File: src/rtl/if_pkg.sv
// Shared definitions for the instruction-fetch stage: reset/bubble/vector
// constants, the next-PC select encoding and the IF/ID payload bundle.
package if_pkg;

    localparam logic [31:0] IF_RESET_PC   = 32'h0000_0000;
    localparam logic [31:0] IF_NOP_INSTR  = 32'h0000_0000;   // sll $0,$0,0
    localparam logic [31:0] IF_IRQ_VECTOR = 32'h8000_0004;
    localparam logic [31:0] IF_EXC_VECTOR = 32'h8000_0008;

    // Which source produced the PC loaded on the last edge.
    typedef enum logic [1:0] {
        SEQ   = 2'd0,
        HOLD  = 2'd1,
        REDIR = 2'd2,
        VEC   = 2'd3
    } pc_sel_e;

    // Contents of the IF/ID pipeline register.
    typedef struct packed {
        logic        valid;
        logic [31:0] pc;
        logic [31:0] pc_plus4;
        logic [31:0] instr;
    } if_id_t;

    // Instruction addresses are word aligned; drop the byte-offset bits.
    function automatic logic [31:0] word_align(input logic [31:0] addr);
        return addr & 32'hFFFF_FFFC;
    endfunction

endpackage

File: src/rtl/if_id_reg.sv
// IF/ID pipeline register. A bubble request beats a stall; a stall freezes
// every field; otherwise the freshly fetched word is captured as valid.
module if_id_reg
    import if_pkg::*;
#(
    parameter logic [31:0] NOP_INSTR = IF_NOP_INSTR
)
(
    input  logic        clk,
    input  logic        rst_n,
    input  logic        stall_i,
    input  logic        flush_i,
    input  logic [31:0] fetch_pc_i,
    input  logic [31:0] fetch_pc_plus4_i,
    input  logic [31:0] fetch_instr_i,
    output if_id_t      id_o
);

    if_id_t id_q;
    if_id_t id_d;

    // Next IF/ID contents: bubble > hold > capture.
    always_comb begin
        id_d = id_q;
        if (flush_i) begin
            // PC fields still track the fetch address so a debugger can see
            // where the squashed slot came from.
            id_d.valid    = 1'b0;
            id_d.pc       = fetch_pc_i;
            id_d.pc_plus4 = fetch_pc_plus4_i;
            id_d.instr    = NOP_INSTR;
        end else if (!stall_i) begin
            id_d.valid    = 1'b1;
            id_d.pc       = fetch_pc_i;
            id_d.pc_plus4 = fetch_pc_plus4_i;
            id_d.instr    = fetch_instr_i;
        end
    end

    // IF/ID storage; reset leaves a NOP bubble.
    always_ff @(posedge clk or negedge rst_n) begin
        if (!rst_n) begin
            id_q.valid    <= 1'b0;
            id_q.pc       <= 32'h0;
            id_q.pc_plus4 <= 32'h0;
            id_q.instr    <= NOP_INSTR;
        end else begin
            id_q <= id_d;
        end
    end

    assign id_o = id_q;

endmodule

File: src/rtl/if_stage.sv
// Instruction-fetch stage: owns the PC, drives the combinational instruction
// memory address and feeds the IF/ID register.
// Optional interrupt/exception vectoring is enabled by IF_STAGE_IRQ_EXC_EN.
// pc_sel_o exposes the registered next-PC source for debug only.
module if_stage
    import if_pkg::*;
#(
    parameter logic [31:0] RESET_PC   = IF_RESET_PC,
    parameter logic [31:0] NOP_INSTR  = IF_NOP_INSTR
`ifdef IF_STAGE_IRQ_EXC_EN
    ,
    parameter logic [31:0] IRQ_VECTOR = IF_IRQ_VECTOR,
    parameter logic [31:0] EXC_VECTOR = IF_EXC_VECTOR
`endif
)
(
    input  logic        clk,
    input  logic        rst_n,
    input  logic        stall_i,
    input  logic        flush_i,
    input  logic        redirect_valid_i,
    input  logic [31:0] redirect_pc_i,
    output logic [31:0] imem_addr_o,
    input  logic [31:0] imem_instr_i,
    output logic        id_valid_o,
    output logic [31:0] id_pc_o,
    output logic [31:0] id_pc_plus4_o,
    output logic [31:0] id_instr_o,
`ifdef IF_STAGE_IRQ_EXC_EN
    input  logic        irq_i,
    input  logic        exc_i,
    output logic [31:0] epc_o,
    output logic        epc_we_o,
`endif
    output pc_sel_e     pc_sel_o
);

    logic [31:0] pc_q;
    logic [31:0] pc_d;
    logic [31:0] pc_plus4;
    logic [31:0] redirect_tgt;
    pc_sel_e     sel_q;
    pc_sel_e     sel_d;
    logic        bubble;
    if_id_t      id_q;

`ifdef IF_STAGE_IRQ_EXC_EN
    logic [31:0] epc_q;
    logic [31:0] epc_d;
    logic        epc_we_q;
    logic        epc_we_d;
`endif

    assign pc_plus4     = pc_q + 32'd4;     // wraps modulo 2^32
    assign redirect_tgt = word_align(redirect_pc_i);
    assign imem_addr_o  = pc_q;             // zero-latency fetch

    // Next-PC selection: [exc > irq >] redirect > stall > sequential.
    always_comb begin
        pc_d   = pc_plus4;
        sel_d  = SEQ;
        bubble = flush_i;
`ifdef IF_STAGE_IRQ_EXC_EN
        epc_d    = epc_q;
        epc_we_d = 1'b0;
        if (exc_i) begin
            // Return past the faulting instruction sitting in ID.
            pc_d     = EXC_VECTOR;
            sel_d    = VEC;
            bubble   = 1'b1;
            epc_d    = id_q.pc + 32'd4;
            epc_we_d = 1'b1;
        end else if (irq_i && !pc_q[31]) begin
            // User mode only; a pending redirect is the true resume point.
            pc_d     = IRQ_VECTOR;
            sel_d    = VEC;
            bubble   = 1'b1;
            epc_d    = redirect_valid_i ? redirect_tgt : pc_q;
            epc_we_d = 1'b1;
        end else
`endif
        if (redirect_valid_i) begin
            // The older instruction in EX wins over a younger load-use stall.
            pc_d   = redirect_tgt;
            sel_d  = REDIR;
            bubble = 1'b1;
        end else if (stall_i) begin
            pc_d  = pc_q;
            sel_d = HOLD;
        end
    end

    // PC and debug select registers.
    always_ff @(posedge clk or negedge rst_n) begin
        if (!rst_n) begin
            pc_q  <= RESET_PC;
            sel_q <= SEQ;
        end else begin
            pc_q  <= pc_d;
            sel_q <= sel_d;
        end
    end

`ifdef IF_STAGE_IRQ_EXC_EN
    // Exception PC capture and its one-cycle write strobe.
    always_ff @(posedge clk or negedge rst_n) begin
        if (!rst_n) begin
            epc_q    <= 32'h0;
            epc_we_q <= 1'b0;
        end else begin
            epc_q    <= epc_d;
            epc_we_q <= epc_we_d;
        end
    end

    assign epc_o    = epc_q;
    assign epc_we_o = epc_we_q;
`endif

    if_id_reg #(
        .NOP_INSTR (NOP_INSTR)
    ) u_if_id_reg (
        .clk              (clk),
        .rst_n            (rst_n),
        .stall_i          (stall_i),
        .flush_i          (bubble),
        .fetch_pc_i       (pc_q),
        .fetch_pc_plus4_i (pc_plus4),
        .fetch_instr_i    (imem_instr_i),
        .id_o             (id_q)
    );

    assign id_valid_o    = id_q.valid;
    assign id_pc_o       = id_q.pc;
    assign id_pc_plus4_o = id_q.pc_plus4;
    assign id_instr_o    = id_q.instr;
    assign pc_sel_o      = sel_q;

endmodule

File: config.mk
export PLATFORM = sky130hd
export DESIGN_NAME = if_stage
export DESIGN_NICKNAME = d
export VERILOG_FILES = /design/src/rtl/if_pkg.sv /design/src/rtl/if_id_reg.sv /design/src/rtl/if_stage.sv
export SDC_FILE = /design/constraint.sdc
export NUM_CORES = 1
export LEC_CHECK = 0
export BUFFER_PORTS_ARGS = -buffer_cell sky130_fd_sc_hd__buf_2
export CORE_MARGIN = 1
export CORE_UTILIZATION = 51
export CTS_CLUSTER_DIAMETER = 120
export DETAILED_ROUTE_END_ITERATION = 16
export PLACE_DENSITY_LB_ADDON = 0.15
export SLEW_MARGIN = 20
export SYNTH_ARGS = -nofsm -noshare
export SYNTH_HDL_FRONTEND = slang
export SYNTH_SLANG_ARGS = --single-unit
File: constraint.sdc
create_clock -name clk -period 2.7 [get_ports clk]
set_input_delay 0.135 -clock clk [delete_from_list [all_inputs] [get_ports clk]]
set_output_delay 0.135 -clock clk [all_outputs]
set_load 0.03 [all_outputs]
==> Word level (Yosys, flattened, before mapping) <==
Index checks and enable logic that the tools add are counted.
{ "word_totals": {"regBits": 131, "latchBits": 0, "ramBits": 0, "rom_bits": 0, "in_bits": 69, "n_memories": 0} }
{ "op_classes": {"addsub": 1, "mul": 0, "n_div": 0, "order_cmp": 0, "eq_ne": 2, "n_shift": 0, "mux": 7, "n_bitwise": 0, "n_reduce_logical": 0} }
{ "op_table": {"columns": ["cell", "n"], "rows": [
  ["two-way mux 97 bit", 2],
  ["two-way mux 32 bit", 2],
  ["adder 32 x 3 -> 32 bit (second input constant)", 1],
  ["inequality test 2 x 1 -> 1 bit (second input constant)", 2],
  ["two-way mux 1 bit", 2],
  ["two-way mux 2 bit", 1]
]} }

==> Logic depth before layout (Yosys ltp) <==
Gate-level depths: netlist (run 1).
{ "depth": {"depth_word": 3, "ltp_mapped": 7, "mapped_depth_nobuf": 5} }

==> By module <==
A second synthesis (run 1) with hierarchy kept.
{ "hier_totals": {"hier_cells": 527, "hier_area_um2": 6364.9} }
{ "by_module_without_submodules": {"columns": ["module", "instances", "cells_per_inst", "area_per_inst_um2", "seq_area_each_um2"], "rows": [
  ["if_id_reg", 1, 243, 4023.9, 2427.3],
  ["if_stage", 1, 284, 2341.0, 800.8]
]} }

==> Least setup slack after synthesis (run 1) <==
No wires, ideal clock.
{ "synth_path": {"path_kind": "reg2reg", "startpoint": "register pc_q[2] (netlist: imem_addr_o[2])", "endpoint": "register u_if_id_reg.id_o[52] (netlist name)", "t_arrival_ps": 2008, "path_slack_ps": 610, "path_stages_with_launch": 7, "period_less_slack_ps": 2090, "path_cell_list": "dfrtp_1 > ha_1 > nand3_2 > or4_4 > buf_6 > or3_1 > a31oi_1"} }
{ "synth_via": {"elab_chain_cells": 3} }
{ "synth_lines": {"columns": ["element", "line", "rtl"], "rows": [
  ["start, declared", "if_stage.sv:38", "logic [31:0] pc_q;"],
  ["start signal, assigned", "if_stage.sv:99", "pc_q <= pc_d;"],
  ["adder 32 x 3 -> 32 bit (*)", "if_stage.sv:54", "assign pc_plus4 = pc_q + 32'd4;"],
  ["two-way mux 97 bit", "if_id_reg.sv:32", "end else if (!stall_i) begin"],
  ["two-way mux 97 bit (*)", "if_id_reg.sv:25", "if (flush_i) begin"]
]} }
Every way passes the cells marked *; elsewhere a longest branch is shown, timed or not. The select of a mux whose other input is x is not followed.
A chain may end at the register's enable or synchronous reset.

==> Worst setup path after layout (run 1) <==
{ "layout_path": {"startpoint": "register pc_q[2] (netlist: imem_addr_o[2])", "endpoint": "register pc_q[20] (netlist: imem_addr_o[20])"} }
{ "layout_via": {"elab_chain_cells": 3} }
{ "layout_lines": {"columns": ["element", "line", "rtl"], "rows": [
  ["adder 32 x 3 -> 32 bit", "if_stage.sv:54", null],
  ["two-way mux 32 bit", "if_stage.sv:87", "end else if (stall_i) begin"],
  ["two-way mux 32 bit", "if_stage.sv:82", "if (redirect_valid_i) begin"]
]} }
Every way passes these cells. The select of a mux whose other input is x is not followed.

==> impl_summary.md, run 1 <==
Finish
The layout cell share with drive strength beyond 1 is 29.2%. Once layout is done, the placed cells without fillers occupy 0.00790 mm^2. Fill cells in the final layout number 916. The post-layout instance count excluding filler cells is 979. From synthesis to final layout, the design area changed by 31.2%. The count of inserted antenna diode cells is 0. The area occupied by multi-input gates is 0.00235 mm^2. The total number of nets in the final design is 894. In the final layout, flip-flops and latches occupy 0.00313 mm^2.

Setup path
The logic depth of the worst register-to-register path is 5. The critical setup path kind is register to register. The worst-path maximum fanout is 13. The worst endpoint required time is 3.03 ns. The endpoint identified for the worst register-to-register timing path is imem_addr_o[20]. For the worst setup path, the data arrival time is 2.59 ns. In this run the critical register-to-register path is launched from imem_addr_o[2]. The kind of start point of the critical path is a register.

For flop-to-flop paths, the worst setup slack is 0.43 ns. The element type at the critical path end is a register.

Die
The die footprint is 0.0122 mm^2. The placeable core region is 0.0115 mm^2. For this configuration, the core starts out at a cell density of 52.5%.

From bottom edge to top edge, the die measures 111 um. 200 I/O pins were placed. Measured along the x axis, the die boundary spans 111 um. In this run the core area contains 39 standard-cell rows.

Synthesis
The number of distinct standard cells referenced by the synthesized netlist is 51. The count of synthesis-stage warnings from yosys is 0. The cell count after synthesis came out at 622.

After synthesis, the mean cell area works out to 9.68 um^2. The count of state elements after synthesis is 125. The netlist area before placement is 0.00602 mm^2. For this run, the register share of the synthesized area comes to 52.0%.

Global route
The global-route usage over all layers is 27.4%. Entering global routing, the biggest net connects 126 pins. Global routing used 45.3% of the available met2 tracks. The global-route met1 utilization is 34.0%.

After global routing, the most crowded layer is met2. The global-route wire length before repair is 26.3 mm. Global routing consumed, on the met3 layer, 6.20% of the routing resources. The total global routing overflow is 0. The initial antenna violation count is 0.

The via count of the first global-routing pass is 5154.

Drt
In the routed design, unresolved DRC markers number 0. The remaining antenna violation count is 0. The routed layout has 5353 vias.

The first detailed-routing pass ran for 5 iterations. The via-per-instance ratio is 5.47. Dividing the detail-routed wire length by the instance count gives 16.3 um. The detailed router finished its first iteration with 315 violations. The routed design has 16.0 mm of wire.

Power
The total power per unit cell area is 672 mW/mm^2. Cell internal power was estimated by the tool at 3680 uW. The switching power share of the total is 30.6%. The overall power consumption is 5310 uW. The standby leakage power is 0.00375 uW. The net switching power figure is 1620 uW. Of the total power, combinational logic draws 19.5%. Per report_power, the clock group accounts for 39.0% of the total. The peak supply drop is 860 uV. Sequential cells burn 41.5% of the power.

STA
The post-route minimum period is 2.27 ns. Setup repair after global routing left no endpoint under its margin. The final-report max-slew violation count came to 0. Based on the critical path, the design can be clocked at up to 441 MHz. The ratio of final minimum period to clock period is 83.9%.

The worst slew slack as a fraction of its limit is 32.4%. The number of failing setup endpoints in the final timing report is 0. The slew of the pin with the lowest slew margin is 1.01 ns. The summed negative setup slack over all endpoints is 0 ns.

The number of hold violations in the final report came to 0. The clock arrives with 0.00545 ns of skew. The tightest hold path in the finished design has a slack of 0.0210 ns.

Clock network
Clock-pin slew was measured on the worst setup and hold paths at 0.05 ns. The count of clock tree sinks is 125. TritonCTS built the clock tree. The maximum root-to-sink buffer count is 2. The worst-skew pair later-pin latency is 0.41 ns. The CTS buffer count is 17. The root buffer cell is clkbuf_16. The clock tree synthesis step divided the H-tree into 4 levels.

Job
The number of violations of the max-capacitance limit is 0.

Min path
The startpoint of the tightest hold check path is redirect_pc_i[20]. The class of the tightest hold or removal check is input port to register. The hold-critical path depth is 3. The path with the worst hold slack has its endpoint at imem_addr_o[20].

Placed design
Routability-driven placement finished with a final weighted congestion of 0.839. Including well taps, the total number of placed cells is 888. The post-place instance area is 0.00676 mm^2. The HPWL after detailed placement is 10.3 mm. The port buffer count is 191.

Status
The run finished with clean final reports.
## layout make-up
cell class                 instances  share of cell area [%]
clock buffer                      24                    5.97
clock inverter                     7                   0.824
inverter                           5                   0.238
multi-input combinational        412                    29.8
sequential                       125                    39.6
tap                              143                    2.27
timing repair buffer             263                    21.3
## cells by family after synthesis
| logic type | share of synthesized area [%] |
|---|---|
| simple gates | 21.0 |
| flops | 52.0 |
| compound gates | 13.2 |
| buf+inv | 9.44 |
| xor+xnor | 3.93 |
| fa+ha+maj | 0.208 |
| other cells | 0.0623 |
| mux | 0.166 |
## worst max-delay path by stage
stage	from	end	depth (start not counted)
floorplan	imem_addr_o[2]	u_if_id_reg.id_o[52]	6
global placement	imem_addr_o[2]	imem_addr_o[20]	5
detailed placement	imem_addr_o[2]	imem_addr_o[20]	5
CTS	imem_addr_o[2]	imem_addr_o[20]	5
global route	imem_addr_o[2]	imem_addr_o[20]	5
finish	imem_addr_o[2]	imem_addr_o[20]	5
## worst max-delay path, cell delays in order, from the launching register on
cell	delay, ns
dfrtp_1	0.46
ha_1	0.27
nand3_2	0.13
or4_4	0.63
or4_1	0.49
a31oi_1	0.19
## power groups by stage
stage | Combinational [uW] | Clock (uW) | Sequential (uW)
6_report | 1030 | 2070 | 2200
5_1_grt | 1110 | 2190 | 2230
4_1_cts | 1040 | 2100 | 2200
3_5_place_dp | 969 | 0 | 2230
3_3_place_gp | 958 | 0 | 2220
2_1_floorplan | 489 | 0 | 2430
## Yosys cell counts (all sizes together)
cell,instances,area share [%]
a211o,1,0.15
a21boi,2,0.25
a22o,32,4.7
a311o,2,0.33
a311oi,1,0.15
a31oi,23,2.4
and2,1,0.12
and3,3,0.31
and3b,1,0.15
and4,6,0.91
buf,54,6.8
clkbuf,30,2.2
clkinv,2,0.12
conb,1,0.062
dfrtp,125,52
dlygate4sd1,1,0.15
ha,1,0.21
inv,3,0.19
mux2i,1,0.17
nand2,139,8.7
nand2b,1,0.10
nand3,9,0.83
nand4,15,1.8
nand4b,2,0.29
nor2,31,1.9
nor2b,2,0.21
nor3,6,0.50
nor3b,1,0.12
nor4,7,0.73
nor4b,1,0.15
o211ai,2,0.25
o21ai,45,3.7
o311ai,1,0.15
o31a,1,0.15
o31ai,8,1.0
or2,1,0.10
or3,16,1.7
or4,16,2.2
or4b,1,0.17
xnor2,20,2.9
xor2,7,1.0
## metal layers
| layer | wire length, um | part of all wire [%] |
|---|---|---|
| met5 | 0 | 0 |
| met3 | 891 | 5.6 |
| met2 | 7850 | 49 |
| met4 | 540 | 3.4 |
| met1 | 6690 | 42 |
## per-stage QoR
stage          worst slack, ns  util [%]
2_1_floorplan            0.610         -
3_3_place_gp             0.509      58.9
3_5_place_dp             0.493      58.9
4_1_cts                  0.458      68.8
5_1_grt                  0.341      68.9
6_report                 0.433      68.9
## flip-flops by register name (all words and copies together), names as in the netlist
name              flops
pc_sel_o              2
imem_addr_o          30
u_if_id_reg.id_o     93
## placed cells by master (no fill, tap or decap), types with 3 or more instances in the layout
master / Yosys / final
a22o_1: 32 / 32
a31oi_1: 23 / 23
and3_1: 3 / 3
and4_1: 4 / 4
buf_2: 5 / 190
buf_4: 43 / 10
clkbuf_1: 28 / 5
clkbuf_16: 0 / 17
clkbuf_8: 2 / 3
clkinv_2: 0 / 4
conb_1: 1 / 6
dfrtp_1: 125 / 125
dlygate4sd3_1: 0 / 60
inv_1: 3 / 3
nand2_1: 139 / 138
nand3_1: 8 / 8
nand4_1: 14 / 14
nor2_1: 31 / 31
nor3_1: 6 / 5
nor4_1: 7 / 7
o21ai_0: 45 / 45
o31ai_1: 8 / 8
or3_1: 15 / 15
or4_1: 12 / 12
xnor2_1: 20 / 20
xor2_1: 7 / 7
## what timing repair did
action                                 CTS  global route
resized for setup                        0             0
endpoints found under the hold margin  176             0
setup buffers                            0             0
hold buffers                            60             0
(Power assumes the default switching activity.)
==> run 2, diff against run 1 <==
CORE_UTILIZATION = 46   (was 51)
clock period = 1.9 ns   (was 2.7 ns; I/O delays follow)
==> run 2 against run 1 <==
Effect of this change:
- the run now ends with negative setup slack left
- critical endpoint is now u_if_id_reg.id_o[61]
- cell count is 13% higher
- largest power group is now the clock network
- clock power is 58% higher
- die area is 11% higher
- largest cell class unchanged
- sequential share of layout area is 4.4 points lower
==> impl_summary.md, run 2 (synthesis gave the netlist of run 1 again) <==
Placed design
The placed instance count is 974 (+9.7%). The port buffer count is 191 (unchanged). The post-place instance area is 0.00726 mm^2 (+7.5%). The pre-CTS worst setup slack was -0.0892 ns (-0.583 ns). The routability congestion estimate is 0.875 (+4.3%). The final HPWL from detailed placement is 12.2 mm (+19%).

Setup path
The worst-path maximum fanout is 7 (-6). The internal reg-to-reg setup slack is -0.14 ns (-0.57 ns). The critical setup path kind is register to register. The largest stage delay on the critical path is 0.61 ns (-0.02 ns).

In this run the critical register-to-register path is captured at u_if_id_reg.id_o[61]. The buffering stage count on the worst path with inverters included is 1 (+1). The cell family contributing the most delay on the critical path is simple AND/OR/NAND/NOR gates. In this run the critical register-to-register path is launched from imem_addr_o[12]. STA classifies the critical path endpoint as a register.

The signal on the critical path passes through buf_6 -> nand4_4 -> or4_4 -> or4_4 -> a31oi_1. The slowest stage of the critical path is the or4_4 cell. The kind of start point of the critical path is a register.

The worst endpoint required time is 2.23 ns (-0.80 ns). The logic depth of the worst register-to-register path is 5 (unchanged). The worst path arrival time is 2.36 ns (-0.23 ns). The library cell appearing most often on the critical path is or4_4.

Status
The run finished, with violations left. The checks that failed: negative setup slack.

Drt
The number of remaining DRC errors is 0 (unchanged). The via total after detailed routing is 5832 (+8.9%). The first-pass detailed-route iteration total was 5 (unchanged). The iteration-0 DRC count of the detailed router is 560 (+78%).

The per-cell routed wire length is 16.9 um (+3.9%). The remaining antenna violation count came to 0 (unchanged). The total length of routed wires was 18.7 mm (+17%). The via-per-instance ratio is 5.28 (-3.5%).

Power
The total power per unit cell area was 915 mW/mm^2 (+36%). The standby leakage power was 0.00425 uW (+14%). The peak supply drop came to 598 uV (-30%).

Clock network
The CTS buffer count is 17 (unchanged). The deepest level of the CTS H-tree was 4 (unchanged). The maximum root-to-sink buffer count is 2 (unchanged). The clock-pin transition on the worst setup and hold timing paths is 0.05 ns (about the same). The cell sitting at the root of the clock tree is a clkbuf_16. The worst-skew pair later-pin latency is 0.42 ns (about the same). The count of clock tree sinks was 125 (unchanged). The CTS tree is done.

Global route
The total global routing overflow is 0 (unchanged). The initial antenna violation count is 0 (unchanged). The pin count of the biggest net entering global routing is 60 (-52%). The global-route usage over all layers was 27.8% (+0.34 points). The via count of the first global-routing pass is 5539 (+7.5%). The global-route wire length before repair is 28.2 mm (+7.2%).

Die
The vertical extent of the die is 116 um (+5.2%). The placeable core region is 0.0127 mm^2 (+10%). The total number of placement rows is 41 (+5.1%). The count of pins on the block boundary was 200 (unchanged). The width of the chip is 116 um (+5.2%). The starting utilization of the core area is 47.5% (-5.0 points). The die footprint is 0.0135 mm^2 (+11%).

STA
The post-route clock skew is 0.00714 ns (+0.00169 ns). The highest attainable clock frequency is 491 MHz (+11%). The worst setup slack after layout is -0.137 ns (-0.570 ns). The post-route minimum period is 2.04 ns (-0.230 ns).

The number of failing setup endpoints in the final timing report is 23 (+23). The number of hold violations in the final report was 0 (unchanged). The worst slack on hold paths is 0.0102 ns (-0.0108 ns). The final-report max-slew violation count came to 0 (unchanged). The ratio of final minimum period to clock period was 107% (+23 points). Setup repair after global routing could not meet its margin everywhere.

Finish
The filler cell count is 983 (+7.3%). In the layout the commonest cells are buf_2, nand2_1, dfrtp_1. Leaving out fill and tap cells, the most frequent cell in the layout is buf_2.

The final core area utilization is 70.2% (+1.4 points). The layout cell share with drive strength beyond 1 was 39.0% (+9.8 points). The area occupied by multi-input gates is 0.00248 mm^2 (+5.4%). The total number of nets in the final design came to 991 (+11%). From synthesis to final layout, the design area changed by 47.9%. The number of flip-flops in the largest register is 93 (unchanged). The count of inserted antenna diode cells came to 0 (unchanged). The register area is 0.00313 mm^2 (+0.16%). The post-layout instance count excluding filler cells is 1105 (+13%). The post-route standard cell area excluding fillers is 0.00890 mm^2 (+13%).

Min path
The startpoint of the tightest hold check path is redirect_pc_i[18]. The hold-critical path depth is 3 (unchanged). For hold timing, the worst endpoint is imem_addr_o[18].

The class of the tightest hold or removal check is input port to register.

Job
The number of violations of the max-capacitance limit is 0 (unchanged).
==> run 2: cell count changes in the layout (fill, tap and decap cells not counted), moves of 4 or more <==
cell	previous run	this run
buf_4	10	95
dfrtp_1	125	121
or4_4	2	11
buf_6	0	6
clkbuf_1	5	0
or4_1	12	5
dfrtp_2	0	4
==> run 2: per-layer routing <==
layer | GRT usage [%] | up-vias | routed length (um)
li1 | - | 2738 | -
met2 | 45.2 | 242 | 9300
met5 | 0 | - | 0
met1 | 33.6 | 2805 | 7540
met4 | 15.4 | 0 | 678
met3 | 7.21 | 47 | 1200
==> run 2: worst reg2reg max path: stages, from the launching register on <==
cell	delay (ns)
dfrtp_1	0.39
buf_6	0.12
nand4_4	0.11
or4_4	0.61
or4_4	0.54
a31oi_1	0.19
==> run 2: worst max path at each step <==
stage	startpoint	end	cells past startpoint
6_report	imem_addr_o[12]	u_if_id_reg.id_o[61]	5
5_1_grt	imem_addr_o[16]	imem_addr_o[29]	5
4_1_cts	imem_addr_o[2]	u_if_id_reg.id_o[61]	4
3_5_place_dp	imem_addr_o[3]	imem_addr_o[29]	4
3_3_place_gp	imem_addr_o[13]	imem_addr_o[22]	4
2_1_floorplan	imem_addr_o[19]	imem_addr_o[23]	5
==> run 2: power breakdown <==
group          total (uW)  leakage, uW  switching [uW]  internal (uW)
clock                3270     0.000287            1180           2100
sequential           3070      0.00153             166           2900
combinational        1800      0.00244            1140            662
==> run 2: final cells by class <==
type	count	share of cell area, %
clock buffers	22	5.55
clock inverters	9	1.22
inverters	5	0.211
multi-input cells	413	27.9
flip-flops and latches	125	35.2
well taps	172	2.42
repair buffers	359	27.5
==> run 2: timing repair <==
item	in CTS	in global routing
cloned	1	1
endpoints found under the setup margin	16	34
hold buffers	63	0
pin swaps	6	26
buffers inserted	16	19
hold endpoints to repair	187	0
gates resized for setup	6	25
==> run 2: through the flow <==
step	setup TNS, ns	power (uW)
final	-1.48	8140
after global routing	-3.41	8460
after CTS	-0.945	8110
after detailed placement	-0.608	4710
after global placement	-0.159	4680
after floorplan	0	4160
==> run 3, diff against run 2 <==
SKIP_LAST_GASP = 1   (was unset)
==> run 3 against run 2 <==
Effect of this change:
- the run still ends with negative setup slack left
- wire length barely moved
- die area unchanged
- critical path depth unchanged
- combinational power is essentially flat
- register-to-register slack hardly changed
- final area decreased by 0.24%
- power about the same
- first-iteration DRC count decreased by 5.0%
- clock skew about the same
- clock-buffer cell count is the same
- critical path type unchanged
- largest power group unchanged
==> impl_summary.md, run 3 (synthesis gave the netlist of run 1 again) <==
Status
The flow ran to the end, but the final reports show violations. The final reports fail on negative setup slack.

Finish
The count of inserted antenna diode cells is 0 (unchanged). The filler cell count is 984 (+0.10%). The register area is 0.00313 mm^2 (unchanged). The area occupied by multi-input gates is 0.00247 mm^2 (-0.40%).

The number of flip-flops in the largest register is 93 (unchanged). The total number of nets in the final design was 989 (-0.20%). The layout cell share with drive strength beyond 1 was 38.7% (-0.35 points). Compared with the post-synthesis result, the final layout area differs by 47.5%. The commonest non-fill, non-tap cell in the layout is buf_2. The library cells used most frequently in the layout, excluding fill and tap cells, are buf_2, nand2_1, dfrtp_1.

Power
The total power per unit cell area is 917 mW/mm^2 (+0.25%). The standby leakage power is 0.00424 uW (-0.24%). The peak supply drop is 598 uV (about the same).

Setup path
The critical path goes through buf_6 -> nand4_4 -> or4_4 -> or4_4 -> a31oi_1. The worst path arrival time is 2.37 ns (about the same). The slowest stage of the critical path belongs to the cell or4_4. The logic depth of the worst path, buffers included came to 5 (unchanged). STA classifies the critical path startpoint as a register. The worst setup path is captured at a register. The logic depth of the worst register-to-register path is 5 (unchanged). The worst setup path is of the register to register kind. The buffering stage count on the worst path with inverters included was 1 (unchanged). The worst endpoint required time was 2.23 ns (about the same). The largest stage delay on the critical path came to 0.61 ns (about the same). The worst-path maximum fanout is 7 (unchanged).

The library cell appearing most often on the critical path is or4_4. The top cell family by delay on the critical path is simple AND/OR/NAND/NOR gates.

Placed design
The final HPWL from detailed placement was 12.2 mm (unchanged). The port buffer count is 191 (unchanged). The routability congestion estimate is 0.875 (unchanged).

Drt
The remaining antenna violation count is 0 (unchanged). The number of remaining DRC errors is 0 (unchanged). The via total after detailed routing was 5815 (-0.29%). The total length of routed wires is 18.7 mm (about the same). The iteration-0 DRC count of the detailed router is 532 (-5.0%).

The via-per-instance ratio is 5.27 (-0.11%). The per-cell routed wire length is 17.0 um (+0.13%). The first-pass detailed-route iteration total is 5 (unchanged).

Die
The vertical extent of the die was 116 um (unchanged). The width of the chip is 116 um (unchanged). The die footprint is 0.0135 mm^2 (unchanged). The placeable core region is 0.0127 mm^2 (unchanged). The count of pins on the block boundary came to 200 (unchanged). The total number of placement rows came to 41 (unchanged). The starting utilization of the core area was 47.5% (unchanged).

Clock network
The deepest level of the CTS H-tree was 4 (unchanged). TritonCTS built the clock tree. The worst-skew pair later-pin latency is 0.41 ns (about the same).

The count of clock tree sinks is 125 (unchanged). The clock-pin transition on the worst setup and hold timing paths is 0.05 ns (about the same). The CTS buffer count is 17 (unchanged). The maximum root-to-sink buffer count is 2 (unchanged).

The root buffer cell is clkbuf_16.

Global route
The pin count of the biggest net entering global routing is 60 (unchanged). The initial antenna violation count was 0 (unchanged). The global-route wire length before repair is 28.2 mm (unchanged). The global-route usage over all layers came to 27.8% (unchanged). The total global routing overflow is 0 (unchanged).

The via count of the first global-routing pass is 5539 (unchanged).

STA
The worst setup slack after layout is -0.143 ns (-0.00600 ns). The number of hold violations in the final report came to 0 (unchanged). Setup repair after global routing could not meet its margin everywhere.

The post-route minimum period came to 2.04 ns (+0.00600 ns). The worst slack on hold paths is 0.0142 ns (+0.00397 ns). The ratio of final minimum period to clock period came to 108% (+0.32 points).

The number of failing setup endpoints in the final timing report is 25 (+8.7%). The post-route clock skew is 0.00682 ns (-0.000321 ns). The final-report max-slew violation count is 0 (unchanged). The highest attainable clock frequency is 490 MHz (-0.29%). The summed negative setup slack over all endpoints is -1.54 ns (-0.0596 ns).

Min path
The path class of the tightest hold or removal check is input port to register. The hold-critical path depth is 3 (unchanged).

Job
The number of violations of the max-capacitance limit is 0 (unchanged).
-- run 3: cell types whose count changed in the layout (fill, tap and decap cells not counted) --
cell / before / now
buf_6: 6 / 7
or3_1: 13 / 15
buf_4: 95 / 92
or3_4: 3 / 1
-- run 3: path summary, 6_finish.rpt --
| kind | slack, ns | to | from |
|---|---|---|---|
| max | -0.14 | u_if_id_reg.id_o[61] | imem_addr_o[12] |
| min | 0.01 | imem_addr_o[18] | redirect_pc_i[18] |
| max reg2reg | -0.14 | u_if_id_reg.id_o[61] | imem_addr_o[12] |
| min reg2reg | 0.47 | u_if_id_reg.id_o[76] | u_if_id_reg.id_o[76] |
| max in group asynchronous | 1.15 | u_if_id_reg.id_o[75] | rst_n |
| min in group asynchronous | 0.13 | u_if_id_reg.id_o[86] | rst_n |
-- run 3: metal layers --
metal / track usage, % / part of all wire, % / vias up
met5: 0 / 0 / -
met4: 15.4 / 3.0 / 0
met3: 7.21 / 5.5 / 43
met2: 45.2 / 50 / 215
met1: 33.6 / 41 / 2819
li1: - / - / 2738
-- run 3: layout make-up --
class,instances,share of cell area [%]
clock inverter,9,1.23
inverter,5,0.211
timing repair buffer,357,27.4
multi-input combinational,413,27.8
clock buffer,22,5.57
sequential,125,35.3
tap,172,2.42
-- run 3: worst reg2reg max path: stages, from the launching register on --
cell     delay (ns)
dfrtp_1        0.39
buf_6          0.12
nand4_4        0.11
or4_4          0.61
or4_4          0.54
a31oi_1        0.19
-- run 3: power breakdown --
| group | internal [uW] | total, uW | leakage (uW) | switching (uW) |
|---|---|---|---|---|
| clock network | 2100 | 3270 | 0.000287 | 1180 |
| logic | 661 | 1800 | 0.00243 | 1140 |
| registers | 2900 | 3070 | 0.00153 | 165 |
-- run 3: what timing repair did --
action                                  in CTS  in global routing
hold buffers                                63                  0
gates resized for setup                      5                 25
setup buffers                               16                 17
gates cloned                                 1                  1
pin swaps                                    6                 25
hold endpoints to repair                   187                  0
endpoints found under the setup margin      16                 35
-- run 3: stage by stage --
stage | std cells | utilization, % | total power (uW) | cell area, um^2 | setup WS (ns)
after detailed placement | 974 | 57.3 | 4710 | 7260 | -0.0892
after floorplan | 627 | - | 4160 | 6070 | 0.00307
after global placement | 974 | 57.3 | 4680 | 7260 | -0.0491
after global routing | 1103 | 70.1 | 8460 | 8880 | -0.189
final | 1103 | 70.1 | 8140 | 8880 | -0.143
after CTS | 1085 | 68.2 | 8110 | 8640 | -0.105
